**config.mk**
```make
export PLATFORM = sky130hd
export DESIGN_NAME = cell_write_arbiter
export DESIGN_NICKNAME = d
export VERILOG_FILES = /design/src/rtl/cell_arb_pkg.sv /design/src/rtl/cell_write_arbiter_rr_pick.sv /design/src/rtl/cell_write_arbiter.sv
export SDC_FILE = /design/constraint.sdc
export NUM_CORES = 1
export LEC_CHECK = 0
export CAP_MARGIN = 20
export CORE_AREA = 8 8 80 82
export CTS_CLUSTER_SIZE = 25
export DETAILED_ROUTE_END_ITERATION = 16
export DIE_AREA = 0 0 88 90
export GPL_ROUTABILITY_DRIVEN = 0
export GPL_TIMING_DRIVEN = 0
export PLACE_DENSITY = 0.7
export SETUP_SLACK_MARGIN = 0.05
export SLEW_MARGIN = 25
export SYNTH_ARGS = -nofsm -noshare
export SYNTH_HDL_FRONTEND = slang
export SYNTH_HIERARCHICAL = 1
export SYNTH_SLANG_ARGS = --single-unit
```
**constraint.sdc**
```tcl
create_clock -name clk -period 4 [get_ports clk]
set_input_delay 0.6 -clock clk [delete_from_list [all_inputs] [get_ports clk]]
set_output_delay 0.6 -clock clk [all_outputs]
set_load 0.02 [all_outputs]
```
**src/rtl/cell_arb_pkg.sv**
```systemverilog
// Shared constants for the cell-array write arbiter: FSM encoding, default widths,
// quadrant codes and a small wrap-around increment helper.
package cell_arb_pkg;

  localparam logic ST_IDLE = 1'b0;
  localparam logic ST_LOCK = 1'b1;

  localparam int unsigned DEF_POS_W = 2;
  localparam int unsigned DEF_VAL_W = 16;

  localparam logic [1:0] QUAD_TL = 2'd0;
  localparam logic [1:0] QUAD_BL = 2'd1;
  localparam logic [1:0] QUAD_TR = 2'd2;
  localparam logic [1:0] QUAD_BR = 2'd3;

  function automatic int unsigned wrap_inc(input int unsigned i, input int unsigned n);
    return (i + 1 >= n) ? 0 : i + 1;
  endfunction

endpackage

```
**src/rtl/cell_write_arbiter_rr_pick.sv**
```systemverilog
// Combinational round-robin picker: first asserted request at or after ptr, wrapping.
module rr_pick #(
  parameter int unsigned NREQ = 3,
  parameter int unsigned IW   = 2
) (
  input  logic [NREQ-1:0] req,
  input  logic [IW-1:0]   ptr,
  output logic [NREQ-1:0] onehot,
  output logic [IW-1:0]   index,
  output logic            any
);

  int unsigned    i;
  logic [IW-1:0]  idx;

  always_comb begin
    onehot = '0;
    index  = '0;
    any    = 1'b0;
    i      = 0;
    idx    = '0;
    for (int unsigned k = 0; k < NREQ; k++) begin
      i = 32'(ptr) + k;
      if (i >= NREQ) i = i - NREQ;
      idx = IW'(i);
      if (!any && req[idx]) begin
        any         = 1'b1;
        onehot[idx] = 1'b1;
        index       = idx;
      end
    end
  end

endmodule

```
**src/rtl/cell_write_arbiter.sv**
```systemverilog
// Round-robin, burst-locked arbiter sharing the cell-array quadrant write port.
// Optional stall timeout with forced release is enabled by defining CWA_TIMEOUT_EN.
module cell_write_arbiter
  import cell_arb_pkg::*;
#(
  parameter int unsigned NREQ    = 3,
  parameter int unsigned POS_W   = DEF_POS_W,
  parameter int unsigned VAL_W   = DEF_VAL_W,
  parameter int unsigned TIMEOUT = 15
) (
  input  logic                  clk,
  input  logic                  reset,
  input  logic [NREQ-1:0]       req_valid,
  input  logic [NREQ-1:0]       req_last,
  input  logic [NREQ*POS_W-1:0] req_pos,
  input  logic [NREQ*VAL_W-1:0] req_val,
  output logic [NREQ-1:0]       req_ready,
  output logic [NREQ-1:0]       gnt,
  output logic [POS_W-1:0]      pos,
  output logic [VAL_W-1:0]      val,
  output logic                  write_enb,
  output logic                  busy
`ifdef CWA_TIMEOUT_EN
  ,
  output logic                  timeout_err
`endif
);

  localparam int unsigned IW = $clog2(NREQ);

  logic            state;
  logic [IW-1:0]   ptr;
  logic [IW-1:0]   owner;
  logic [IW-1:0]   pick_idx;
  logic [NREQ-1:0] pick_oh;
  logic            pick_any;
  logic            xfer;
  logic            xfer_last;
  logic            force_rel;
  logic [POS_W-1:0] own_pos;
  logic [VAL_W-1:0] own_val;

  if (NREQ < 2 || NREQ > 8 || TIMEOUT == 0) begin : g_cfg_check
    $error("cell_write_arbiter: NREQ must be 2..8 and TIMEOUT nonzero");
  end

  rr_pick #(
    .NREQ (NREQ),
    .IW   (IW)
  ) u_pick (
    .req    (req_valid),
    .ptr    (ptr),
    .onehot (pick_oh),
    .index  (pick_idx),
    .any    (pick_any)
  );

  // gnt is zero outside LOCK, so ready needs no state qualification
  assign req_ready = gnt;
  assign xfer      = |(req_valid & gnt);
  assign xfer_last = |(req_valid & req_last & gnt);

  always_comb begin
    own_pos = '0;
    own_val = '0;
    for (int unsigned i = 0; i < NREQ; i++) begin
      if (gnt[i]) begin
        own_pos = req_pos[i*POS_W +: POS_W];
        own_val = req_val[i*VAL_W +: VAL_W];
      end
    end
  end

`ifdef CWA_TIMEOUT_EN
  localparam int unsigned SW = ($clog2(TIMEOUT + 1) > 4) ? $clog2(TIMEOUT + 1) : 4;

  logic [SW-1:0] stall_cnt;

  // Release fires on the TIMEOUT-th consecutive stalled LOCK cycle
  assign force_rel = (state == ST_LOCK) && !xfer && (stall_cnt == SW'(TIMEOUT - 1));

  always_ff @(posedge clk) begin
    if (reset) begin
      stall_cnt   <= '0;
      timeout_err <= 1'b0;
    end else begin
      timeout_err <= force_rel;
      if (state != ST_LOCK || xfer || force_rel) stall_cnt <= '0;
      else                                       stall_cnt <= stall_cnt + SW'(1);
    end
  end
`else
  assign force_rel = 1'b0;
`endif

  always_ff @(posedge clk) begin
    if (reset) begin
      state     <= ST_IDLE;
      ptr       <= '0;
      owner     <= '0;
      gnt       <= '0;
      busy      <= 1'b0;
      write_enb <= 1'b0;
      pos       <= '0;
      val       <= '0;
    end else begin
      write_enb <= xfer;
      if (xfer) begin
        pos <= own_pos;
        val <= own_val;
      end
      if (state == ST_IDLE) begin
        if (pick_any) begin
          gnt   <= pick_oh;
          owner <= pick_idx;
          busy  <= 1'b1;
          state <= ST_LOCK;
        end
      end else begin
        if (xfer_last || force_rel) begin
          gnt   <= '0;
          busy  <= 1'b0;
          ptr   <= IW'(wrap_inc(32'(owner), NREQ));
          state <= ST_IDLE;
        end
      end
    end
  end

endmodule

```
## After elaboration in Yosys (flattened, before gate mapping)

Cells that the tools add are included.

| storage, ports and cells | value |
|---|---|
| input port bits | 62 |
| ROM bits | 0 |
| word-level logic and storage cells | 84 |
| bits in latches | 0 |
| output and inout bits | 26 |
| memory bits (writable) | 0 |
| register bits | 28 |
| memories kept | 0 |

| cells by class | value |
|---|---|
| bitwise operators | 6 |
| multiply operators | 0 |
| equality and inequality tests | 1 |
| $lt $le $gt $ge | 10 |
| add/subtract/negate cells | 6 |
| muxes and demuxes | 40 |
| shifts and indexed selects | 0 |
| reduce and logical (&&, ||, !) cells | 13 |
| divide/modulo/power cells | 0 |

Operator list:

| cell | count |
|---|---|
| 16-bit two-way mux | 3 |
| 2-bit two-way mux | 10 |
| 3-bit two-way mux | 6 |
| 1-bit two-way mux | 15 |
| 3-bit bitwise AND | 3 |
| 3-bit by 2-bit greater-or-equal comparator with 1-bit output, second input constant | 3 |
| 2-bit by 3-bit less-than comparator with 1-bit output, second input constant | 3 |
| 2-bit by 1-bit adder with 3-bit output, second input constant | 2 |
| 1-bit binary-select mux with 2-bit select | 3 |
| 1-bit demux with 2-bit select | 3 |
| 2-bit by 1-bit greater-or-equal comparator with 1-bit output, second input constant | 3 |
| 3-bit bitwise OR | 2 |
| 2-bit AND reduction | 3 |
| 3-bit OR reduction | 2 |
| 2-bit subtractor, second input constant | 3 |
| 1-bit logical AND | 5 |
| 2-bit by 2-bit adder with 3-bit output, second input constant | 1 |
| 2-bit greater-or-equal comparator, second input constant | 1 |
| 1-bit zero test | 2 |
| 2-bit by 1-bit != test with 1-bit output, second input constant | 1 |
| 2-bit nonzero test | 1 |
| 1-bit NOT | 1 |

## Logic depth before layout (Yosys ltp)

| depth | value |
|---|---|
| depth in word-level cells | 13 |
| gate-level depth with buffers | 10 |
| depth with buffers taken out | 8 |

## By module

Netlist, hierarchy kept.

By module, submodules not included:

| module | seq. area each (sq um) | cells each | times used | area each (sq um) |
|---|---|---|---|---|
| cell_write_arbiter | 560.5 | 151 | 1 | 1462.7 |
| rr_pick | 0.0 | 41 | 1 | 281.5 |

## Worst setup path after synthesis

No wires, ideal clock.

| path | value |
|---|---|
| path kind | flip-flop to flip-flop |
| start point | reg ptr[1] |
| end point | reg owner[0] |
| path buffers | 2 |
| clock period less this slack | 2092 ps |
| required time | 3874 ps |
| slack | 1908 ps |
| arrival | 1966 ps |
| cell stages (with the launch flop) | 11 |
| library setup time | 126 ps |
| path through | dfxtp_1 -> inv_1 -> ha_1 -> buf_6 -> mux2i_4 -> o21ai_2 -> or3_1 -> nand2b_1 -> clkbuf_1 -> mux2i_1 -> nor2_1 |

| on the way | value |
|---|---|
| longest elaborated chain between the ends | 12 |
| elaborated cells between the ends (all ways) | 28 |
| those cells by class | 5 x add/sub; 3 x order compare; 15 x mux; 5 x reduce/logical |

Ends and longest elaborated chain:

| item | RTL line | source |
|---|---|---|
| start, declared | cell_write_arbiter.sv:32 | `logic [IW-1:0] ptr;` |
| start signal, assigned | cell_write_arbiter.sv:123 | `ptr <= IW'(wrap_inc(32'(owner), NREQ));` |
| branches (longest 10 deep; another with 2-bit by 1-bit adder with 3-bit output) | -- |  |
| 1-bit two-way mux (*) | cell_write_arbiter_rr_pick.sv:26 | `if (!any && req[idx]) begin` |
| named net pick_any | cell_write_arbiter.sv:36 | `logic pick_any;` |
| 2-bit AND reduction (no line) (*) | -- |  |
| end signal, assigned | cell_write_arbiter.sv:115 | `owner <= pick_idx;` |
| end, declared | cell_write_arbiter.sv:33 | `logic [IW-1:0] owner;` |

Mark *: on every way through the listed nets, which the timed path passes. The select of a mux whose other input is x is not followed.
A chain may end at the register's enable or synchronous reset.

## Worst setup path after layout

| path | value |
|---|---|
| start point | in req_valid[1] |
| end point | reg owner[0] |

| on the way | value |
|---|---|
| longest elaborated chain between the ends | 10 |
| elaborated cells between the ends (all ways) | 17 |
| those cells by class | 12 x mux; 5 x reduce/logical |

Ends and longest elaborated chain:

| item | RTL line | source |
|---|---|---|
| start, declared | cell_write_arbiter.sv:13 | `input logic [NREQ-1:0] req_valid,` |
| 1-bit binary-select mux with 2-bit select | cell_write_arbiter_rr_pick.sv:26 |  |
| 1-bit two-way mux (not written as such) | cell_write_arbiter_rr_pick.sv:26 |  |
| 1-bit two-way mux | cell_write_arbiter_rr_pick.sv:26 |  |
| 1-bit zero test | cell_write_arbiter_rr_pick.sv:26 |  |
| 1-bit logical AND | cell_write_arbiter_rr_pick.sv:26 |  |
| 1-bit two-way mux | cell_write_arbiter_rr_pick.sv:26 |  |
| 1-bit zero test | cell_write_arbiter_rr_pick.sv:26 |  |
| 1-bit logical AND | cell_write_arbiter_rr_pick.sv:26 |  |
| 1-bit two-way mux (*) | cell_write_arbiter_rr_pick.sv:26 |  |
| named net pick_any | cell_write_arbiter.sv:36 |  |
| 2-bit AND reduction (no line) (*) | -- |  |

The timed path passes the listed nets; every way through them passes the cells marked *. The select of a mux whose other input is x is not followed.

==> flow_summary_export.csv <==
group,metric,value,unit
floorplan,start_util,33.31,%
power_and_ir_drop,pwr-share-seq,45.4,%
drt,first_pass_iters,4,
synthesis,synth_top_area_share,32.14,%
clocking,path_clk_slew,100,ps
grt,grt_pass1_wl,8887,um
drt,detail-route-antenna-nets,0,
drt,route.detailed.wl_per_inst,15.74,um
floorplan,num_io_pins,88,
power_and_ir_drop,switching_share,28.13,%
synthesis,yosysTopAreaCell,"dfxtp_1",
power_and_ir_drop,power.density,239.9,mW/mm2
outcome,status,"finished, final reports clean",
clocking,hold_buffers,0,
placement,placed_area,0.002705,mm2
layout,final_nets,350,
layout,area.growth.synth_to_final,57.46,%
grt,grt_overflow,0,
synthesis,yosys_register_bits,28,
power_and_ir_drop,peakVddDrop,140.8,uV
synthesis,synth_area_leaders,"dfxtp_1 (32%), nand3b_1 (10%), a221oi_1 (9.0%)",
power_and_ir_drop,leakage,0.9489,nW
layout,most-common-layout-cells,"clkdlybuf4s50_1 (87), dfxtp_1 (28), nand3b_1 (24)",
critical_path,crit_type,"in2reg",
drt,routed_wl,5572,um
placement,dp_hpwl,4377,um
drt,drt_iter0_drc,110,
sta,slew_headroom,66.89,%
synthesis,synth_fp_nets,258,
grt,grt_max_degree,15,
clocking,cts-resized-gates,0,
critical_path,critical_path.max_fanout,9,
clocking,cts-root-buf,"clkbuf_8",
synthesis,netlist_area,0.001744,mm2
power_and_ir_drop,power.switching,0.0001853,W
clocking,clock_latency,270,ps
power_and_ir_drop,p_clk_share,23.5,%
critical_path,startpoint_type,"input port",
layout,nFillCells,511,
grt,antenna_found_initial,0,
sta,timing.fmax,410.2,MHz
placement,io_buffer_count,87,
critical_path,critPathCaptureType,"flip-flop",
layout,design_area,0.002746,mm2
sta,setup_viol_count_final,0,
layout,layout_commonest_cell,"clkdlybuf4s50_1",
clocking,htreeDepth,1,
floorplan,rows,27,
drt,drc,0,
sta,clock_skew,4.180,ps
sta,tightest_slew,496.6,ps
critical_path,required,4160,ps
layout,n_antenna_cell,0,
floorplan,die_h,90,um
min_path,hold_path_class,"reg2reg",
synthesis,yosys_warnings,6,
clocking,cts_setup_buffers,0,
drt,vias_per_cell,4.992,
critical_path,arrival,2600,ps
clocking,cts_tree,"done",
power_and_ir_drop,p_int,0.0004735,W
sta,hold_viol,0,
layout,drive_gt1_share,9.929,%
grt,first_global_vias,1807,
clocking,clock_path_buffers,2,
layout,postLayoutCoreUtil,52.45,%
synthesis,ys_seq_area_share,32.14,%
power_and_ir_drop,power_frac_comb,31.0,%
floorplan,fp.coreArea,0.005236,mm2
synthesis,synth_cells,192,
sta,setup_tns,0,ps
job,drv_cap,0,
floorplan,fp.dieW,88,um
clocking,cts_buffers,3,
sta,rsz0062_at_grt,"no",
sta,period_needed,2438,ps
sta,period_share,60.95,%
synthesis,ys_types,35,
synthesis,avgSynthCellArea,9.084,um2
clocking,clock_sinks,28,
grt,grt_usage,13.85,%
drt,via_count,1767,
floorplan,die_area,0.007920,mm2
sta,finalMaxSlewViolations,0,
-- power by group through the flow --
stage               registers [W]  logic [W]  clock network, W
floorplan                0.000315  0.0000888                 0
global placement         0.000306   0.000205                 0
detailed placement       0.000306   0.000206                 0
CTS                      0.000299   0.000207          0.000158
global route             0.000301   0.000221          0.000171
finish                   0.000299   0.000205          0.000155
-- worst max-delay path, stage by stage --
cell	delay, ps
clkdlybuf4s50_1	550
mux2i_4	230
o21ai_2	120
or3_1	410
nand2b_1	80
clkbuf_1	330
mux2i_1	230
nor2_1	50
-- per-stage QoR --
step	hold slack (ps)	setup WS [ps]	cells	total power (W)
floorplan	479.8	1908	192	0.0004037
global placement	471.7	1274	351	0.0005101
detailed placement	471.8	1250	351	0.0005116
CTS	490.9	1560	354	0.0006633
global route	524.1	1439	354	0.0006932
finish	494.9	1562	354	0.0006588
-- per-layer routing --
metal,global-route usage [%],vias up,part of all wire [%]
met3,3.549,4,6.7
met4,2.869,0,0.95
met1,16.20,810,43
met2,24.23,54,50
met5,0,-,0
li1,-,899,-
-- synth_stat cells (all sizes together) --
cell type	n
a222oi	1
a21oi	6
clkbuf	8
inv	7
ha	4
o21ai	7
nand2b	3
nand3	1
o32ai	3
nor2b	21
o2111ai	1
or3	1
o31ai	18
and2b	1
or2	2
mux2	1
a22oi	1
buf	12
nor3	4
nand3b	24
dfxtp	28
nor2	6
mux2i	6
nand4	3
a221oi	18
or3b	1
nand2	4
-- cells by family (layout without fill, tap and decap cells) --
family	after synthesis	in the layout	synth area share (%)
buffers and inverters	27	117	8.465
adders and majority gates	4	4	2.870
and+or+nand+nor	71	71	25.68
muxes	7	7	4.806
DFF	28	28	32.14
AOI/OAI and AO/OA	55	55	26.04
-- flip-flops by register name, summed over array words and instances (netlist names) --
name and flops:
ptr 2, owner 2, busy 1, val 16, pos 2, write_enb 1, gnt 3, state 1
-- worst paths after layout --
| kind | start | endpoint | slack, ps | cells past startpoint |
|---|---|---|---|---|
| max | req_valid[1] | owner[0] | 1560 | 8 |
| min | val[0] | val[0] | 490 | 2 |
| max reg2reg | ptr[1] | owner[0] | 1700 | 10 |
| min reg2reg | val[0] | val[0] | 490 | 2 |
-- layout make-up --
cell class	count	area [um2]	share of cell area, %
tap	72	90.09	3.280
clock buffer	3	41.29	1.503
sequential	28	560.5	20.41
inverter	7	26.28	0.9567
buffer	20	121.4	4.419
timing repair buffer	87	870.8	31.71
multi-input combinational	137	1036	37.72
Note: power is estimated with default switching activity, not from simulation.
